<file path="src/rtl/ps2_key_pkg.sv">
// ps2_key_pkg: shared FSM states, set-2 scan-code constants and the set-2 to ASCII lookup functions.
package ps2_key_pkg;
  typedef enum logic [1:0] {IDLE, FETCH, DECODE, HOLD} state_e;
  localparam logic [7:0] SC_EXT    = 8'hE0;
  localparam logic [7:0] SC_BRK    = 8'hF0;
  localparam logic [7:0] SC_LSHIFT = 8'h12;
  localparam logic [7:0] SC_RSHIFT = 8'h59;
  localparam logic [7:0] SC_CAPS   = 8'h58;
  function automatic logic [7:0] sc_letter(input logic [7:0] c);
    case (c)
      8'h1C: return "a"; 8'h32: return "b"; 8'h21: return "c"; 8'h23: return "d";
      8'h24: return "e"; 8'h2B: return "f"; 8'h34: return "g"; 8'h33: return "h";
      8'h43: return "i"; 8'h3B: return "j"; 8'h42: return "k"; 8'h4B: return "l";
      8'h3A: return "m"; 8'h31: return "n"; 8'h44: return "o"; 8'h4D: return "p";
      8'h15: return "q"; 8'h2D: return "r"; 8'h1B: return "s"; 8'h2C: return "t";
      8'h3C: return "u"; 8'h2A: return "v"; 8'h1D: return "w"; 8'h22: return "x";
      8'h35: return "y"; 8'h1A: return "z";
      default: return 8'h00;
    endcase
  endfunction
  function automatic logic [7:0] sc_digit(input logic [7:0] c);
    case (c)
      8'h45: return "0"; 8'h16: return "1"; 8'h1E: return "2"; 8'h26: return "3";
      8'h25: return "4"; 8'h2E: return "5"; 8'h36: return "6"; 8'h3D: return "7";
      8'h3E: return "8"; 8'h46: return "9";
      default: return 8'h00;
    endcase
  endfunction
  // US-layout symbols on the shifted digit row
  function automatic logic [7:0] digit_shifted(input logic [7:0] d);
    case (d)
      "1": return "!"; "2": return "@"; "3": return "#"; "4": return "$"; "5": return "%";
      "6": return "^"; "7": return "&"; "8": return "*"; "9": return "("; "0": return ")";
      default: return 8'h00;
    endcase
  endfunction
  function automatic logic [7:0] sc_special(input logic [7:0] c);
    case (c)
      8'h29: return 8'h20; 8'h5A: return 8'h0D; 8'h66: return 8'h08;
      8'h0D: return 8'h09; 8'h76: return 8'h1B;
      default: return 8'h00;
    endcase
  endfunction
endpackage

</file>
<file path="src/rtl/ps2_key_decoder_if.sv">
// ps2_key_decoder_if: key-event valid/ack port between the decoder (master) and the CPU/IO bus (slave).
interface ps2_key_decoder_if;
  logic       key_valid;
  logic       key_ack;
  logic [7:0] key_code;
  logic       key_ext;
  logic       key_break;
  logic       key_lost;
  logic [7:0] ascii;
  modport master(output key_valid, key_code, key_ext, key_break, key_lost, ascii, input key_ack);
  modport slave(input key_valid, key_code, key_ext, key_break, key_lost, ascii, output key_ack);
endinterface

</file>
<file path="src/rtl/ps2_ascii_lut.sv">
// ps2_ascii_lut: combinational set-2 make code to ASCII; code_i/shift_i/caps_i in, ascii_o out (0 if unmapped).
module ps2_ascii_lut import ps2_key_pkg::*; (
  input  logic [7:0] code_i,
  input  logic       shift_i,
  input  logic       caps_i,
  output logic [7:0] ascii_o
);
  logic [7:0] let_c, dig_c;
  always_comb begin
    let_c = sc_letter(code_i);
    dig_c = sc_digit(code_i);
    ascii_o = let_c != 8'h00 ? ((shift_i ^ caps_i) ? let_c - 8'h20 : let_c)
            : dig_c != 8'h00 ? (shift_i ? digit_shifted(dig_c) : dig_c)
            : sc_special(code_i);
  end
endmodule

</file>
<file path="src/rtl/ps2_key_decoder.sv">
// ps2_key_decoder: pops PS/2 set-2 bytes, folds E0/F0 prefixes into key events, tracks Shift/CapsLock, emits ASCII.
// Ports: clk, rst_n (async, active low); ps2_data/ps2_ready/ps2_overflow in and ps2_rdn out pop the receiver FIFO;
// key (ps2_key_decoder_if.master) carries the held-until-ack event; shift/caps expose modifier state.
// Build option KEYDEC_BREAK_SUPPRESS_EN: break events update modifiers but never raise key_valid.
module ps2_key_decoder import ps2_key_pkg::*; #(
  parameter bit         ASCII_EN_DEF = 1'b1,
  parameter logic [7:0] CAPS_CODE    = SC_CAPS
) (
  input  logic       clk,
  input  logic       rst_n,
  input  logic [7:0] ps2_data,
  input  logic       ps2_ready,
  input  logic       ps2_overflow,
  output logic       ps2_rdn,
  output logic       shift,
  output logic       caps,
  ps2_key_decoder_if.master key
);
`ifdef KEYDEC_BREAK_SUPPRESS_EN
  localparam bit SUPPRESS = 1'b1;
`else
  localparam bit SUPPRESS = 1'b0;
`endif
  state_e     state_q;
  logic [7:0] byte_q, lut_c;
  logic       ovf_q, ext_q, brk_q, lsh_q, rsh_q, caps_q;
  logic       ext_c, brk_c, drop_c, plain_c;
  // a receiver overflow means prefix bytes may have been lost, so forget them
  assign ext_c   = ext_q & ~ovf_q;
  assign brk_c   = brk_q & ~ovf_q;
  assign drop_c  = SUPPRESS & brk_c;
  assign plain_c = ~ext_c;
  assign shift   = lsh_q | rsh_q;
  assign caps    = caps_q;
  if (ASCII_EN_DEF) begin : g_lut
    ps2_ascii_lut u_lut (.code_i(byte_q), .shift_i(shift), .caps_i(caps_q), .ascii_o(lut_c));
  end else begin : g_nolut
    assign lut_c = '0;
  end
  always_ff @(posedge clk or negedge rst_n)
    if (!rst_n) begin
      state_q       <= IDLE;
      ps2_rdn       <= 1'b1;
      byte_q        <= '0;
      ovf_q         <= 1'b0;
      ext_q         <= 1'b0;
      brk_q         <= 1'b0;
      lsh_q         <= 1'b0;
      rsh_q         <= 1'b0;
      caps_q        <= 1'b0;
      key.key_valid <= 1'b0;
      key.key_code  <= '0;
      key.key_ext   <= 1'b0;
      key.key_break <= 1'b0;
      key.key_lost  <= 1'b0;
      key.ascii     <= '0;
    end else begin
      case (state_q)
        IDLE: if (ps2_ready) begin
          state_q <= FETCH;
          ps2_rdn <= 1'b0;
        end
        FETCH: begin
          byte_q  <= ps2_data;
          ovf_q   <= ps2_overflow;
          ps2_rdn <= 1'b1;
          state_q <= DECODE;
        end
        DECODE: begin
          state_q <= IDLE;
          ext_q   <= 1'b0;
          brk_q   <= 1'b0;
          if (byte_q == SC_EXT) begin
            ext_q <= 1'b1;
            brk_q <= brk_c;
          end else if (byte_q == SC_BRK) begin
            ext_q <= ext_c;
            brk_q <= 1'b1;
          end else begin
            key.key_code  <= byte_q;
            key.key_ext   <= ext_c;
            key.key_break <= SUPPRESS ? 1'b0 : brk_c;
            key.key_lost  <= ovf_q;
            key.ascii     <= (ext_c | brk_c) ? 8'h00 : lut_c;
            if (plain_c && byte_q == SC_LSHIFT) lsh_q <= ~brk_c;
            if (plain_c && byte_q == SC_RSHIFT) rsh_q <= ~brk_c;
            if (plain_c && !brk_c && byte_q == CAPS_CODE) caps_q <= ~caps_q;
            key.key_valid <= ~drop_c;
            state_q       <= drop_c ? IDLE : HOLD;
          end
        end
        HOLD: if (key.key_ack) begin
          key.key_valid <= 1'b0;
          state_q       <= IDLE;
        end
        default: state_q <= IDLE;
      endcase
    end
endmodule

</file>
<file path="src/flat_wrapper.sv">
// flat-port wrapper written by rule: the top's interface ports become plain ports
module ps2_key_decoder_flat import ps2_key_pkg::*;
#(
  parameter bit         ASCII_EN_DEF = 1'b1,
  parameter logic [7:0] CAPS_CODE    = SC_CAPS
)
  (clk, rst_n, ps2_data, ps2_ready, ps2_overflow, ps2_rdn, shift, caps, key_key_valid, key_key_code, key_key_ext, key_key_break, key_key_lost, key_ascii, key_key_ack);
  ps2_key_decoder_if key_i ();
  input  logic clk;
  input  logic rst_n;
  input  logic [7:0] ps2_data;
  input  logic ps2_ready;
  input  logic ps2_overflow;
  output logic ps2_rdn;
  output logic shift;
  output logic caps;
  output wire logic [$bits(key_i.key_valid)-1:0] key_key_valid;
  output wire logic [$bits(key_i.key_code)-1:0] key_key_code;
  output wire logic [$bits(key_i.key_ext)-1:0] key_key_ext;
  output wire logic [$bits(key_i.key_break)-1:0] key_key_break;
  output wire logic [$bits(key_i.key_lost)-1:0] key_key_lost;
  output wire logic [$bits(key_i.ascii)-1:0] key_ascii;
  input wire logic [$bits(key_i.key_ack)-1:0] key_key_ack;
  assign key_key_valid = key_i.key_valid;
  assign key_key_code = key_i.key_code;
  assign key_key_ext = key_i.key_ext;
  assign key_key_break = key_i.key_break;
  assign key_key_lost = key_i.key_lost;
  assign key_ascii = key_i.ascii;
  assign key_i.key_ack = key_key_ack;
  ps2_key_decoder #(.ASCII_EN_DEF(ASCII_EN_DEF), .CAPS_CODE(CAPS_CODE)) u_core (.clk(clk), .rst_n(rst_n), .ps2_data(ps2_data), .ps2_ready(ps2_ready), .ps2_overflow(ps2_overflow), .ps2_rdn(ps2_rdn), .shift(shift), .caps(caps), .key(key_i));
endmodule
</file>
<file path="config.mk">
export PLATFORM = sky130hd
export DESIGN_NAME = ps2_key_decoder_flat
export DESIGN_NICKNAME = d
export VERILOG_FILES = /design/src/rtl/ps2_key_pkg.sv /design/src/rtl/ps2_key_decoder_if.sv /design/src/rtl/ps2_ascii_lut.sv /design/src/rtl/ps2_key_decoder.sv /design/src/flat_wrapper.sv
export SDC_FILE = /design/constraint.sdc
export NUM_CORES = 1
export LEC_CHECK = 0
export ABC_AREA = 1
export CAP_MARGIN = 20
export CORE_MARGIN = 2
export CORE_UTILIZATION = 50
export CTS_CLUSTER_DIAMETER = 100
export CTS_CLUSTER_SIZE = 30
export DETAILED_ROUTE_END_ITERATION = 16
export HOLD_SLACK_MARGIN = 0.02
export PLACE_DENSITY_LB_ADDON = 0.05
export SLEW_MARGIN = 15
export SYNTH_ARGS = -nofsm -noshare
export SYNTH_HDL_FRONTEND = slang
export SYNTH_SLANG_ARGS = --single-unit
export TNS_END_PERCENT = 10
</file>
<file path="constraint.sdc">
create_clock -name clk -period 5.7 [get_ports clk]
set_input_delay 0.57 -clock clk [delete_from_list [all_inputs] [get_ports clk]]
set_output_delay 0.57 -clock clk [all_outputs]
set_load 0.01 [all_outputs]
</file>
After elaboration in Yosys (flattened, before gate mapping)
Memories as Yosys holds them, arrays and structs flattened.
Index checks and enable logic that the tools add are counted.
{"block": "totals", "reg_bits": 37, "latchBits": 0, "ram_bits": 0, "romBits": 896, "in_bits": 13, "out_inout_bits": 23, "wordCells": 106, "memories": 1}
{"name": "(name not given)", "words": 128, "width": 7, "rd": 1, "rd_ports_with_merged_regs": 0, "wr": 0, "line_no": "ps2_key_pkg.sv:10", "rtl": "case (c)"}
{"block": "classes", "addsub": 1, "multipliers": 0, "n_div": 0, "order_cmp": 0, "n_eq_ne": 37, "shift": 0, "mux": 24, "bitwise": 11, "reduce_logical": 17}
{"op": "8-bit by 6-bit equality test with 1-bit output (second input constant)", "n": 17}
{"op": "7-bit case mux with 10 select lines", "n": 1}
{"op": "6-bit case mux with 10 select lines", "n": 1}
{"op": "8-bit by 7-bit equality test with 1-bit output (second input constant)", "n": 7}
{"op": "8-bit 2-to-1 mux", "n": 6}
{"op": "6-bit case mux with 5 select lines", "n": 1}
{"op": "8-bit by 5-bit equality test with 1-bit output (second input constant)", "n": 3}
{"op": "8-bit equality test (second input constant)", "n": 2}
{"op": "4-bit AND reduction", "n": 4}
{"op": "8-bit nonzero test", "n": 2}
{"op": "8-bit by 4-bit equality test with 1-bit output (second input constant)", "n": 1}
{"op": "1-bit 2-to-1 mux", "n": 8}
{"op": "2-bit 2-to-1 mux", "n": 4}
{"op": "2-bit inequality test (second input constant)", "n": 4}
{"op": "2-bit case mux with 4 select lines", "n": 1}
{"op": "8-bit by 6-bit subtractor with 8-bit output (second input constant)", "n": 1}
{"op": "1-bit inverter", "n": 6}
{"op": "2-bit equality test (second input constant)", "n": 2}
{"op": "1-bit logical AND", "n": 4}
{"op": "1-bit case mux with 2 select lines", "n": 2}
{"op": "2-bit AND reduction", "n": 2}
{"op": "2-bit nonzero test", "n": 2}
{"op": "3-bit AND reduction", "n": 1}
{"op": "1-bit AND", "n": 2}
{"op": "other kinds (5)", "n": 6}

Longest topological paths before layout
Gate-level depths: netlist of the first run.
{"block": "logic_depth", "word_depth": 8, "mapped_depth": 17, "depth_no_buf": 17}

Cells and area by module
From an unflattened synthesis of the first run, not the netlist that was laid out.
{"block": "hier_totals", "hier_cells": 452, "area_unflattened_um2": 2982.9}
{"module": "ps2_key_decoder", "n_inst": 1, "cells_each": 185, "area_each_um2": 1710.4}
{"module": "ps2_ascii_lut", "n_inst": 1, "cells_each": 267, "area_each_um2": 1272.5}

Worst setup path before layout of the first run
OpenSTA, ideal clock, no wires.
{"block": "synth_path", "kind": "register to register", "from": "reg u_core.byte_q[1]", "to": "reg u_core.key.ascii[5]", "setup_time_ns": 0.065, "arrival_ns": 1.972, "setup_slack_ns": 3.663, "stages_incl_launch_ff": 12, "path_buffers": 0, "synth_period_minus_slack_ns": 2.037, "path_cell_list": "dfrtp_1 > inv_1 > ha_1 > nand3_1 > nor2_1 > nand2_1 > nand3_1 > nand2_1 > ha_1 > a21oi_2 > nand2_1 > nand2_1"}
{"block": "synth_between", "elab_chain_len": 8, "word_cells_on_any_way": 43, "classes_between": "add/sub: 1; eq/ne: 27; mux: 9; bitwise: 2; reduce/logical: 3; memory: 1"}
{"element": "start: declaration", "line_no": "ps2_key_decoder.sv:25", "rtl": "logic [7:0] byte_q, lut_c;"}
{"element": "start signal: assignment", "line_no": "ps2_key_decoder.sv:64", "rtl": "byte_q <= ps2_data;"}
{"element": "parallel branches: the longest is 8 deep, another holds 8-bit by 6-bit subtractor with 8-bit output"}
{"element": "end signal: assignment", "line_no": "ps2_key_decoder.sv:84", "rtl": "key.ascii <= (ext_c | brk_c) ? 8'h00 : lut_c;"}
{"element": "end: declaration", "line_no": "ps2_key_decoder_if.sv:10", "rtl": "modport master(output key_valid, key_code, key_ext, key_break, key_lost, ascii, input key_ack);"}
Parallel ways; which one is timed is not known.
A chain may end at the register's enable or synchronous reset.

Worst setup path in the final report of the first run
{"block": "layout_path", "from": "reg u_core.byte_q[1]", "to": "reg u_core.key.ascii[1]"}
Same word-level chain as after synthesis.

==> run_results.csv, run 1 <==
group,metric,value,unit
sta,drv_slew,0,
global_routing,grt_pass1_vias,2506,
synth,synth.yosys.seq_area_share,0.339,
drt,drc,0,
final_layout,layout.nets,467,
setup_path,critPathBufInv,2,
synth,syn_nets,434,
global_routing,grt_overflow,0,
clock_tree,cts-hold-fix-buffers,0,
global_routing,grt.total_usage,0.251,
synth,synth-main-ff-cell,"dfrtp_1",
global_routing,grt_max_degree,38,
setup_path,crit_chain,"inv_1, ha_1, nand3_1, nand2_1, nand2_1, nand3b_1, nand2_1, nor2_2, nand2_2, nor2_8, o21ai_0, inv_1, nand2_1, nand2_1",
setup_path,crit_arrival,2.62,ns
sta,grt_setup_unrepaired,"false",
setup_path,rr_worst_depth,14,
clock_tree,cts_tree,"built",
power_and_ir_drop,leakage,1.64,nW
setup_path,r2r_start,"u_core.byte_q[1]",
setup_path,required,5.88,ns
power_and_ir_drop,vdd_drop_max,306,uV
sta,skew,0.0185,ns
synth,synthArstFlopShare,1.00,
sta,tightest_slew,0.807,ns
floorplan,rows,26,
setup_path,critPathKind,"reg2reg",
final_layout,n_antenna_cell,0,
clock_tree,cts-buffers-inserted,5,
setup_path,crit_fanout,10,
placed_design,gp_congestion,0.939,
setup_path,critPathMaxStageDelay,0.44,ns
sta,setup_ws,3.26,ns
setup_path,cp-startpoint,"u_core.byte_q[1]",
sta,min_period,2.44,ns
sta,maxSlewHeadroom,0.462,
synth,netlist.area_leader.share,0.329,
clock_tree,ctsResizeCount,0,
sta,setup_viol,0,
floorplan,die-area,6080,sq um
global_routing,antenna_found_initial,0,
run,drv_cap,0,
synth,yosysWarnings,0,
min_path,hp-class,"in2async",
clock_tree,clock_tree.root_cell,"clkbuf_8",
drt,vias_per_cell,5.16,
setup_path,end_kind,"flop",
drt,wl,6.83,mm
placed_design,io_buffer_count,35,
drt,drt-initial-drc-count,193,
sta,layout_worst_path_cycle_share,0.427,
floorplan,dieHeight,78.0,um
floorplan,die_x,78.0,um
final_layout,fin_area,3170,sq um
synth,syn_inst,412,
clock_tree,clock-sinks,37,
clock_tree,postCtsSetupRepairBufs,0,
floorplan,core_area,5200,sq um
drt,ant_nets,0,
synth,synth_edf_count,0,
synth,synth.largest_area_cell,"dfrtp_1",
global_routing,grt_pass1_wl,12.2,mm
drt,route.vias.total,2660,
clock_tree,path_clk_slew,0.08,ns
clock_tree,htreeDepth,2,
sta,fmax,0.410,GHz
drt,wire_per_inst,13.2,um
clock_tree,clk_latency,0.28,ns
synth,syn_avg_cell_area,6.64,sq um
floorplan,start_util,0.525,
final_layout,final_common_cell,"nand2_1",
setup_path,crit_path_start_kind,"flop",
final_layout,final_cell_mix,"nand2_1, nor2_1, nand3_1, dfrtp_1, inv_1",
synth,netlist_area,2740,sq um
run_status,status,"finished, final reports clean",
placed_design,pre_cts_slack,3.29,ns
setup_path,cpMaxStageDelayCell,"dfrtp_1",
setup_path,crit_family,"simple AND/OR/NAND/NOR gates",
clock_tree,clk_path_buf_depth,2,
placed_design,dp_hpwl,5.38,mm
synth,synth_area_leaders,"dfrtp_1, nand2_1, nor2_1, nand3_1, inv_1",
setup_path,r2r_end,"u_core.key.ascii[1]",
setup_path,r2r_slack,3.26,ns
setup_path,critical_path.most_common_cell,"nand2_1",
synth,synth_cell_type_count,36,
final_layout,drive_gt1_frac,0.0942,
sta,tns,0,ns
floorplan,io_pins,36,
final_layout,n_fill_cell,525,
drt,first_pass_iters,4,
placed_design,place_area,3090,sq um
synth,synth-seq-cells,37,
final_layout,area_delta_synth_final,16.0,%
sta,final_hold_viol_count,0,
power_and_ir_drop,power_density,565,nW/um^2
## cell type report
type | count | area, sq um | area share
well taps | 70 | 87.6 | 0.0276
flip-flops and latches | 37 | 927 | 0.292
inverters | 43 | 170 | 0.0536
clock buffers | 7 | 76.3 | 0.0241
repair buffers | 35 | 345 | 0.109
multi-input cells | 323 | 1560 | 0.491
clock inverters | 1 | 8.76 | 0.00276
## report_power, final
| group | leakage (nW) | internal [W] | switching (W) |
|---|---|---|---|
| clock network | 0.0424 | 0.0000873 | 0.0000901 |
| logic | 1.15 | 0.000413 | 0.000699 |
| registers | 0.452 | 0.000380 | 0.000121 |
## sequential cells by signal, summed over array words and instances, names as in the netlist
| name | count |
|---|---|
| u_core.key.ascii | 8 |
| u_core.state_q | 2 |
| u_core.ps2_rdn | 1 |
| u_core.ovf_q | 1 |
| u_core.key.key_valid | 1 |
| u_core.key.key_ext | 1 |
| u_core.key.key_code | 8 |
| u_core.byte_q | 8 |
| u_core.key.key_lost | 1 |
| u_core.key.key_break | 1 |
| u_core.ext_q | 1 |
| u_core.rsh_q | 1 |
| u_core.caps | 1 |
| u_core.lsh_q | 1 |
| u_core.brk_q | 1 |
## per-layer routing
metal	vias up	GRT usage	routed length, um
met5	-	0	0
met4	0	0.0544	58
met3	6	0.0384	281
met2	63	0.417	3340
met1	1221	0.345	3150
li1	1370	-	-
## cells by family after synthesis
kind of cell,synth area share
AND/OR/NAND/NOR,0.429
XOR/XNOR,0.00641
buffers and inverters,0.0915
flip-flops,0.339
multiplexers,0.00412
AO/OA/AOI/OAI,0.0892
adder cells (fa/ha/maj),0.0412
## worst max-delay path by stage
stage	depth (start not counted)	to	slack [ns]
2_1_floorplan	11	u_core.key.ascii[5]	3.66
3_3_place_gp	14	u_core.key.ascii[1]	3.36
3_5_place_dp	14	u_core.key.ascii[1]	3.29
4_1_cts	11	u_core.state_q[0]	3.25
5_1_grt	15	u_core.key.ascii[1]	2.97
6_report	14	u_core.key.ascii[1]	3.26
## synth_stat cells (2+ instances only)
cell type  instances
nand2_1          145
nor2_1            53
dfrtp_1           36
nand3_1           36
inv_1             35
o21ai_0           20
a21oi_1           13
nand2_2           10
ha_1               9
nor3_1             6
buf_6              5
nor2_2             5
inv_2              4
nand3_2            4
inv_4              3
nor2_4             3
o21ai_1            3
a22oi_1            2
and2_1             2
buf_4              2
## per-stage QoR
step,total power (W),util,std cells,hold WS (ns)
after floorplan,0.00131,-,412,0.274
after global placement,0.00160,0.593,508,0.452
after detailed placement,0.00162,0.593,508,0.457
after CTS,0.00180,0.610,516,0.404
after global routing,0.00199,0.610,516,0.450
final,0.00179,0.610,516,0.371
Note: power is estimated with default switching activity, not from simulation.
==> inputs of run 2 (changes only) <==
clock period = 2.5 ns   (was 5.7 ns; I/O delays follow)
==> run_results.csv, run 2 (same netlist as run 1, synthesis figures left out) <==
group,metric,value,unit
floorplan,core_area,5200,sq um
clock_tree,clk_path_buf_depth,2,
final_layout,n_antenna_cell,0,
final_layout,layout.nets,471,
global_routing,grt_pass1_wl,12.0,mm
drt,vias_per_cell,5.24,
setup_path,critical_path.most_common_cell,"nand2_1",
drt,ant_nets,0,
clock_tree,htreeDepth,2,
sta,fmax,0.450,GHz
placed_design,dp_hpwl,5.40,mm
floorplan,die-area,6080,sq um
setup_path,crit_fanout,17,
sta,setup_viol,0,
setup_path,cpMaxStageDelayCell,"dfrtp_1",
min_path,hp-class,"in2async",
setup_path,end_kind,"flop",
global_routing,grt_pass1_vias,2581,
final_layout,final_cell_mix,"nand2_1, nor2_1, dfrtp_1",
setup_path,r2r_start,"u_core.byte_q[3]",
run,drv_cap,0,
power_and_ir_drop,p_total,0.00428,W
floorplan,dieHeight,78.0,um
final_layout,final_common_cell,"nand2_1",
setup_path,crit_chain,"inv_4, nor2_1, nand2_1, nand2_1, nand2_1, nor2_1, nand2_1, nand2_1, nor2_2, nand2_2, nor2_8, o21ai_0, inv_1, nand2_1, nand2_1",
floorplan,die_x,78.0,um
setup_path,required,2.69,ns
run_status,status,"finished, final reports clean",
clock_tree,cts-buffers-inserted,5,
placed_design,io_buffer_count,35,
clock_tree,cts-hold-fix-buffers,0,
final_layout,drive_gt1_frac,0.116,
power_and_ir_drop,leakage,1.67,nW
sta,tns,0,ns
placed_design,gp_congestion,0.989,
sta,tightest_slew,0.800,ns
sta,final_hold_viol_count,0,
final_layout,multi_input_area,1570,sq um
setup_path,crit_arrival,2.41,ns
drt,first_pass_iters,4,
clock_tree,clock-sinks,37,
sta,skew,0.0146,ns
sta,grt_setup_unrepaired,"false",
power_and_ir_drop,power_density,1320,nW/um^2
final_layout,n_fill_cell,504,
final_layout,area_delta_synth_final,18.5,%
global_routing,grt_overflow,0,
final_layout,seq_area,927,sq um
drt,route.vias.total,2725,
global_routing,grt_max_degree,38,
drt,drt-initial-drc-count,191,
global_routing,grt.total_usage,0.243,
setup_path,r2r_slack,0.28,ns
drt,wire_per_inst,13.2,um
sta,min_period,2.22,ns
floorplan,rows,26,
clock_tree,clk_latency,0.29,ns
clock_tree,clock_tree.root_cell,"clkbuf_8",
final_layout,fin_util,0.623,
global_routing,antenna_found_initial,0,
sta,maxSlewHeadroom,0.467,
sta,layout_worst_path_cycle_share,0.888,
sta,drv_slew,0,
power_and_ir_drop,vdd_drop_max,772,uV
setup_path,rr_worst_depth,15,
setup_path,critPathKind,"reg2reg",
drt,wl,6.89,mm
clock_tree,path_clk_slew,0.08,ns
drt,drc,0,
setup_path,r2r_end,"u_core.key.ascii[1]",
final_layout,reg.largest.list,"u_core.byte_q: 8 flops, u_core.key.ascii: 8 flops, u_core.key.key_code: 8 flops",
floorplan,io_pins,36,
clock_tree,cts_tree,"built",
setup_path,crit_path_start_kind,"flop",
setup_path,critPathMaxStageDelay,0.68,ns
clock_tree,postCtsSetupRepairBufs,0,
floorplan,start_util,0.525,
## run 2: changes by cell type in the layout (fill, tap and decap cells not counted), sizes merged
cell / previous run / this run
buf: 1 / 5
clkbuf: 7 / 5
bufinv: 0 / 1
clkinv: 2 / 3
## run 2: worst max-delay path: cells and delay by family (launching register included)
family	cells	cell delay [ns]
AOI/OAI and AO/OA	1	0.16
buffers and inverters	2	0.24
and+or+nand+nor	12	1.05
DFF	1	0.68
## run 2: per-layer routing
layer  up-vias  GRT usage  wire length [um]
met5         -          0                 0
met4         0     0.0632               112
met3        13     0.0419               323
met2        63      0.415              3290
met1      1273      0.320              3160
li1       1376          -                 -
## run 2: worst max-delay path by stage
stage / end / startpoint / slack [ns]
global placement: u_core.key.ascii[1] / u_core.byte_q[1] / 0.21
CTS: u_core.key.ascii[7] / u_core.byte_q[1] / 0.11
global route: u_core.key.ascii[3] / u_core.byte_q[0] / 0.02
finish: u_core.key.ascii[1] / u_core.byte_q[3] / 0.28
floorplan: u_core.key.ascii[5] / u_core.byte_q[1] / 0.46
detailed placement: u_core.key.ascii[1] / u_core.byte_q[1] / 0.12
## run 2: layout make-up
class / count / share of cell area
Clock inverter: 3 / 0.0135
Timing Repair Buffer: 39 / 0.116
Inverter: 43 / 0.0529
Tap cell: 70 / 0.0270
Clock buffer: 5 / 0.0212
Sequential cell: 37 / 0.286
Multi-Input combinational cell: 323 / 0.484
## run 2: per-stage QoR
stage / cells / hold WS (ns) / setup WS [ns] / area (sq um)
2_1_floorplan: 412 / -0.0456 / 0.463 / 2740
3_3_place_gp: 512 / 0.391 / 0.206 / 3120
3_5_place_dp: 512 / 0.382 / 0.121 / 3120
4_1_cts: 520 / 0.0655 / 0.106 / 3230
5_1_grt: 520 / 0.108 / 0.0239 / 3240
6_report: 520 / 0.0355 / 0.280 / 3240
## run 2: where the power goes
part / switching [W] / leakage, nW / internal, W
Clock: 0.000221 / 0.0585 / 0.000299
Combinational: 0.00164 / 1.16 / 0.000990
Sequential: 0.000256 / 0.452 / 0.000867
## run 2: timing repair
action	CTS	global route
endpoints found under the setup margin	0	12
gates resized for setup	0	5
hold endpoints to repair	0	0
